[config.mk]
export PLATFORM = sky130hd
export DESIGN_NAME = muldiv_unit
export DESIGN_NICKNAME = d
export VERILOG_FILES = /design/src/rtl/muldiv_unit.sv
export SDC_FILE = /design/constraint.sdc
export NUM_CORES = 1
export LEC_CHECK = 0
export ABC_AREA = 1
export CAP_MARGIN = 10
export CORE_AREA = 2 2 248 250
export DETAILED_ROUTE_END_ITERATION = 16
export DIE_AREA = 0 0 250 252
export PLACE_DENSITY_LB_ADDON = 0.15
export SKIP_LAST_GASP = 1
export SLEW_MARGIN = 40
export SYNTH_ARGS = -nofsm -noshare
export SYNTH_HDL_FRONTEND = slang
export SYNTH_SLANG_ARGS = --single-unit
export TNS_END_PERCENT = 100
[constraint.sdc]
create_clock -name clk -period 6.4 [get_ports clk]
set_input_delay 1.28 -clock clk [delete_from_list [all_inputs] [get_ports clk]]
set_output_delay 1.28 -clock clk [all_outputs]
set_load 0.1 [all_outputs]
[src/rtl/muldiv_unit.sv]
// muldiv_unit: iterative MULT/MULTU/DIV/DIVU with architectural HI/LO.
// One bit per cycle over WIDTH cycles, then a sign fix-up cycle.
module muldiv_unit #(
    parameter int WIDTH = 32
) (
    input  logic             clk,
    input  logic             rst,
    input  logic             start,
    input  logic [1:0]       op,
    input  logic [WIDTH-1:0] a,
    input  logic [WIDTH-1:0] b,
    input  logic             cancel,
    input  logic             hi_we,
    input  logic             lo_we,
    input  logic [WIDTH-1:0] wdata,
    output logic             busy,
    output logic             done,
    output logic             div0,
    output logic [WIDTH-1:0] hi,
    output logic [WIDTH-1:0] lo
);

    localparam int CW = $clog2(WIDTH);
    localparam logic [CW-1:0] LAST = CW'(WIDTH - 1);

    typedef enum logic [1:0] {IDLE, CALC, FIX, DONE} stateT;

    stateT              state;
    stateT              nextState;
    logic [CW-1:0]      cnt;
    logic [2*WIDTH-1:0] acc;
    logic [WIDTH-1:0]   mcand;
    logic [WIDTH-1:0]   aReg;
    logic               isDiv;
    logic               negQ;
    logic               negRem;
    logic               divZero;

    logic               accept;
    logic               inFlight;
    logic [WIDTH-1:0]   magA;
    logic [WIDTH-1:0]   magB;
    logic [WIDTH-1:0]   rem;
    logic [WIDTH-1:0]   quo;
    logic [WIDTH:0]     sumHi;
    logic [2*WIDTH-1:0] mulStep;
    logic [WIDTH:0]     shifted;
    logic               ge;
    logic [WIDTH-1:0]   remShift;
    logic [WIDTH-1:0]   newRem;
    logic [2*WIDTH-1:0] divStep;
    logic [2*WIDTH-1:0] prod;
    logic [WIDTH-1:0]   resHi;
    logic [WIDTH-1:0]   resLo;

    assign inFlight = (state == CALC) || (state == FIX);
    assign accept   = start & ~cancel & ((state == IDLE) || (state == DONE));
    assign busy     = ~rst & (inFlight | accept);
    assign done     = (state == DONE);
    assign div0     = done & divZero;

    // Signed ops (op[0] set) work on magnitudes; signs are reapplied in FIX.
    assign magA = (op[0] & a[WIDTH-1]) ? -a : a;
    assign magB = (op[0] & b[WIDTH-1]) ? -b : b;

    // Accumulator upper half is the partial product / remainder,
    // lower half the multiplier bits / dividend-then-quotient bits.
    assign rem     = acc[2*WIDTH-1:WIDTH];
    assign quo     = acc[WIDTH-1:0];
    assign sumHi   = {1'b0, rem} + {1'b0, (acc[0] ? mcand : '0)};
    assign mulStep = {sumHi, quo[WIDTH-1:1]};

    // The true difference always fits WIDTH bits when it is taken.
    assign shifted  = {rem, quo[WIDTH-1]};
    assign ge       = shifted >= {1'b0, mcand};
    assign remShift = {rem[WIDTH-2:0], quo[WIDTH-1]};
    assign newRem   = ge ? (remShift - mcand) : remShift;
    assign divStep  = {newRem, quo[WIDTH-2:0], ge};

    assign prod = negQ ? -acc : acc;

    // Final HI/LO values presented during FIX.
    always_comb begin
        resHi = prod[2*WIDTH-1:WIDTH];
        resLo = prod[WIDTH-1:0];
        if (isDiv) begin
            resLo = negQ ? -quo : quo;
            resHi = negRem ? -rem : rem;
            if (divZero) begin
                resLo = '1;
                resHi = aReg;
            end
        end
    end

    // State register.
    always_ff @(posedge clk) begin
        if (rst) state <= IDLE;
        else     state <= nextState;
    end

    // Next-state: cancel always wins, DONE may chain a new operation.
    always_comb begin
        nextState = state;
        if (cancel) begin
            nextState = IDLE;
        end else begin
            case (state)
                IDLE:    if (start) nextState = CALC;
                CALC:    if (cnt == LAST) nextState = FIX;
                FIX:     nextState = DONE;
                DONE:    nextState = start ? CALC : IDLE;
                default: nextState = IDLE;
            endcase
        end
    end

    // Operand capture and one iteration per CALC cycle.
    always_ff @(posedge clk) begin
        if (rst) begin
            cnt     <= '0;
            acc     <= '0;
            mcand   <= '0;
            aReg    <= '0;
            isDiv   <= 1'b0;
            negQ    <= 1'b0;
            negRem  <= 1'b0;
            divZero <= 1'b0;
        end else if (accept) begin
            cnt     <= '0;
            acc     <= {{WIDTH{1'b0}}, magA};
            mcand   <= magB;
            aReg    <= a;
            isDiv   <= op[1];
            negQ    <= op[0] & (a[WIDTH-1] ^ b[WIDTH-1]);
            negRem  <= op[0] & op[1] & a[WIDTH-1];
            divZero <= op[1] & (b == '0);
        end else if (state == CALC) begin
            cnt <= cnt + 1'b1;
            acc <= isDiv ? divStep : mulStep;
        end
    end

    // HI/LO: result at the edge leaving FIX, else direct writes when idle.
    always_ff @(posedge clk) begin
        if (rst) begin
            hi <= '0;
            lo <= '0;
        end else if (state == FIX) begin
            if (!cancel) begin
                hi <= resHi;
                lo <= resLo;
            end
        end else if (!inFlight) begin
            if (hi_we) hi <= wdata;
            if (lo_we) lo <= wdata;
        end
    end

endmodule

Yosys cells after proc, flatten, opt, wreduce, memory -nomap -nowiden:

Cells that the tools add are included.

* register bits: 203
* input port bits: 104
* output and inout port bits: 67
* logic and storage cells: 81

* equal/unequal tests: 8
* order comparisons: 1
* bitwise operators: 14
* reduce and logical (&&, ||, !) cells: 12
* add/sub/neg operators: 8
* mux-type cells: 26

Operators by type and width (number)
* $mux W32: 20
* $mux W64: 2
* $neg A32 Y32: 4
* $neg A64 Y64: 1
* $add A32 B32 Y33: 1
* $ge A33 B32 Y1: 1
* $logic_not A32 Y1: 1
* $sub A32 B32 Y32: 1
* $and A1 B1 Y1: 10
* $pmux W2 S4: 1
* $reduce_and A3 Y1: 2
* $reduce_bool A2 Y1: 3
* $add A5 B1 Y5 const B: 1
* $eq A5 B5 Y1 const B: 1
* $eq A2 B2 Y1 const B: 2
* $mux W2: 2
* $ne A2 B1 Y1 const B: 2
* $ne A2 B2 Y1 const B: 2
* $reduce_or A2 Y1: 2
* $eq A2 B1 Y1 const B: 1
* $logic_not A2 Y1: 1
* $logic_or A1 B1 Y1: 2
* $not A1 Y1: 2
* $reduce_and A2 Y1: 1
* 3 further kinds: 3

Logic depth before layout (Yosys ltp):

* depth in word-level cells: 6
* depth in mapped cells: 21
* mapped depth without buffers: 19

Least setup slack after synthesis:

No wires, ideal clock.

* path kind: input -> output
* start: in cancel
* end: out busy
* buffers on the path: 3
* arrival time: 3.481 ns
* cell stages on the path: 6
* setup slack: 1.639 ns
* data required time: 5.120 ns
* cells stage by stage: inv_1 > nand3_1 > buf_2 > buf_2 > buf_1 > a21oi_1

* longest elaborated chain between the ends: 5

RTL lines
* start: declaration: line 12 `input logic cancel,`
* $not A1 Y1: line 57 `assign accept = start & ~cancel & ((state == IDLE) || (state == DONE));`
* $and A1 B1 Y1 (2 in series): line 57
* $or A1 B1 Y1: line 58 `assign busy = ~rst & (inFlight | accept);`
* $and A1 B1 Y1: line 58
* end: declaration: line 16 `output logic busy,`

Every way passes these cells.

Final worst setup path:

Same ends and word-level chain as after synthesis.

==> flow_metrics.py <==
metrics = {
    "outcome": {
        "status": "complete, no violations",
    },
    "yosys": {
        "ys_warn_count": 0,
        "synth_edf_count": 0,
        "ys_ff_latch": 203,
        "syn_area_per_cell_um2": 5.70,
        "synth_ff_type": "dfxtp_1",
        "syn-num-nets": 3541,
        "ys_seq_area_frac": 0.212,
        "synth.distinct_cells": 59,
        "syn-cell-area_mm2": 0.0191,
        "yosys.area.top_type": "dfxtp_1",
        "async_flop_share": 0,
        "ys_top_cells_by_area": "dfxtp_1 21%, nand2_1 18%, inv_1 9.0%",
        "netlist_instances": 3360,
        "synth_top_cell_area_share": 0.212,
    },
    "clock_network": {
        "cts_setup_buffers": 0,
        "clkLatencyLatePin_ns": 0.59,
        "clk_pin_slew_worst_paths_ns": 0.06,
        "root_buffer": "clkbuf_16",
        "cts_buffer_depth": 3,
        "hold_buffers": 0,
        "cts_sinks": 203,
        "numCtsBuffers": 27,
        "tritoncts": "built",
        "cts.repair.resized": 0,
        "htreeDepth": 1,
    },
    "floorplanning": {
        "start_util": 0.318,
        "ios": 171,
        "core_area_mm2": 0.0601,
        "die_x_um": 250,
        "rows": 90,
        "die_h_um": 252,
        "die_area_mm2": 0.0630,
    },
    "final_layout": {
        "fin_nets": 3616,
        "area_growth_pct": 14.8,
        "drive_gt1_frac": 0.0747,
        "n_fill_cell": 6968,
        "final_cells": 4236,
    },
    "critical_path": {
        "worst_setup_path_end_kind": "output port",
        "crit_fanout": 4,
        "startpoint_type": "primary input",
        "critical_path_class": "in2out",
        "critPathRequiredTime_ns": 5.12,
        "cp.arrival_ns": 2.68,
    },
    "sta": {
        "setup_viol": 0,
        "fin_setup_tns_ns": 0,
        "hold_violations": 0,
        "max_freq_mhz": 252,
        "rsz0062_at_grt": "no",
        "finalCritPeriodShare": 0.619,
        "drv_slew": 0,
        "worst_hold_slack_ns": 0.459,
        "relSlewSlack": 0.477,
        "min_period_ns": 3.96,
        "tightest_slew_ns": 0.779,
        "fin_skew_ns": 0.0176,
    },
    "global_route": {
        "overflow": 0,
        "met3_usage": 0.0249,
        "grt-busiest-layer": "met2",
        "grtUsageMet2": 0.497,
        "first_global_vias": 21700,
        "gr-usage-all-layers": 0.280,
        "grt_max_degree": 101,
        "grt_pass1_wl_mm": 134,
        "grt_util_met1": 0.328,
        "antenna_found_initial": 1,
    },
    "detailed_routing": {
        "drtIter0Drc": 1846,
        "finalWirelength_mm": 89.9,
        "wl_per_cell_um": 21.2,
        "route.detailed.drc": 0,
        "drtPass1Iterations": 6,
        "ant_nets": 0,
        "vias_per_cell": 5.29,
        "vias": 22400,
    },
    "job": {
        "cap_violations": 0,
    },
    "power": {
        "power_density_mw_per_mm2": 249,
        "p_leak_nw": 10.7,
        "peakVddDrop_mv": 0.198,
    },
    "placed_design": {
        "dp.cells": 4188,
        "port_buffers": 170,
        "gp_congestion": 0.987,
        "dpl.hpwl_mm": 71.1,
    },
    "hold_path": {
        "hold_path.class": "reg2reg",
    },
}
-- routing by layer --
metal,part of all wire,up-vias
li1,-,11100
met1,0.41,10400
met2,0.48,671
met3,0.044,194
met4,0.066,0
met5,0,-
-- path summary, 6_finish.rpt --
path | startpoint | endpoint | slack, ns | cells after the start
min reg2reg | aReg[2]$_SDFFE_PP0P_ | aReg[2]$_SDFFE_PP0P_ | 0.46 | 2
min | aReg[2]$_SDFFE_PP0P_ | aReg[2]$_SDFFE_PP0P_ | 0.46 | 2
max | cancel | busy | 2.44 | 5
max reg2reg | acc[0]$_SDFFE_PP0P_ | acc[45]$_SDFFE_PP0P_ | 2.76 | 16
-- final cells by class --
cell class                 count  area [µm²]  share of cell area
antenna                        1        2.50            0.000114
sequential                   203        4070               0.185
inverter                     477        1800              0.0818
clock inverter                14         193             0.00877
clock buffer                  33         738              0.0336
tap                          782         978              0.0445
timing repair buffer         191        1530              0.0696
multi-input combinational   2535       12700               0.576
-- cells in the final DEF, fill, tap and decap left out, types with 67 or more instances in the layout --
master / synthesis / layout
buf_2: 24 / 67
ha_1: 75 / 73
inv_1: 458 / 455
clkdlybuf4s50_1: 0 / 102
nand3_1: 277 / 276
a21oi_1: 273 / 273
dfxtp_1: 203 / 201
nand2_1: 894 / 892
o21ai_0: 280 / 279
nor2_1: 339 / 338
-- stage by stage --
step	setup slack [ns]	area [µm²]	total power [W]	utilization
5_1_grt	2.44	22000	0.00575	0.365
2_1_floorplan	1.64	19100	0.00312	-
6_report	2.44	22000	0.00546	0.365
3_5_place_dp	2.22	21000	0.00381	0.350
4_1_cts	2.24	22000	0.00546	0.365
3_3_place_gp	2.12	21400	0.00386	0.355
-- synth_stat cells, drive strengths merged (2+ instances only) --
library cell	n
a31oi	27
a21oi	285
or2	12
ha	75
nor4	6
dfxtp	203
nand2	915
nor3	35
a211oi	10
and3	2
xor2	31
nand3	292
nor2	364
o221ai	7
and2	11
clkbuf	95
xnor2	12
a21o	4
nand3b	14
clkinv	6
o21a	4
buf	50
o211ai	33
inv	471
o21ai	302
o22ai	27
a221oi	2
o32ai	4
fa	2
nand4	46
o21bai	6
-- worst max-delay path: stages --
cell,delay (ns)
clkdlybuf4s50_1,0.47
inv_1,0.13
nand3_2,0.24
a21oi_1,0.24
buf_4,0.32
-- cells by family (layout without fill, tap and decap cells) --
kind of cell	after synthesis	in the layout	share of synthesized area
compound gates	717	717	0.206
simple gates	1698	1698	0.384
fa+ha+maj	77	77	0.0511
other cells	0	1	0
buf+inv	622	715	0.127
xor+xnor	43	43	0.0197
flops	203	203	0.212
-- state kept, by name, summed over array words and instances, names as in the netlist --
register,flops
aReg,32
hi,32
isDiv,1
lo,32
mcand,32
acc,64
state,2
divZero,1
negQ,1
negRem,1
cnt,5
-- power by group --
part	switching, W	total [W]	internal, W
logic	0.00171	0.00231	0.000593
registers	0.000134	0.00151	0.00138
clock network	0.000666	0.00165	0.000980
Note: power is estimated with default switching activity, not from simulation.
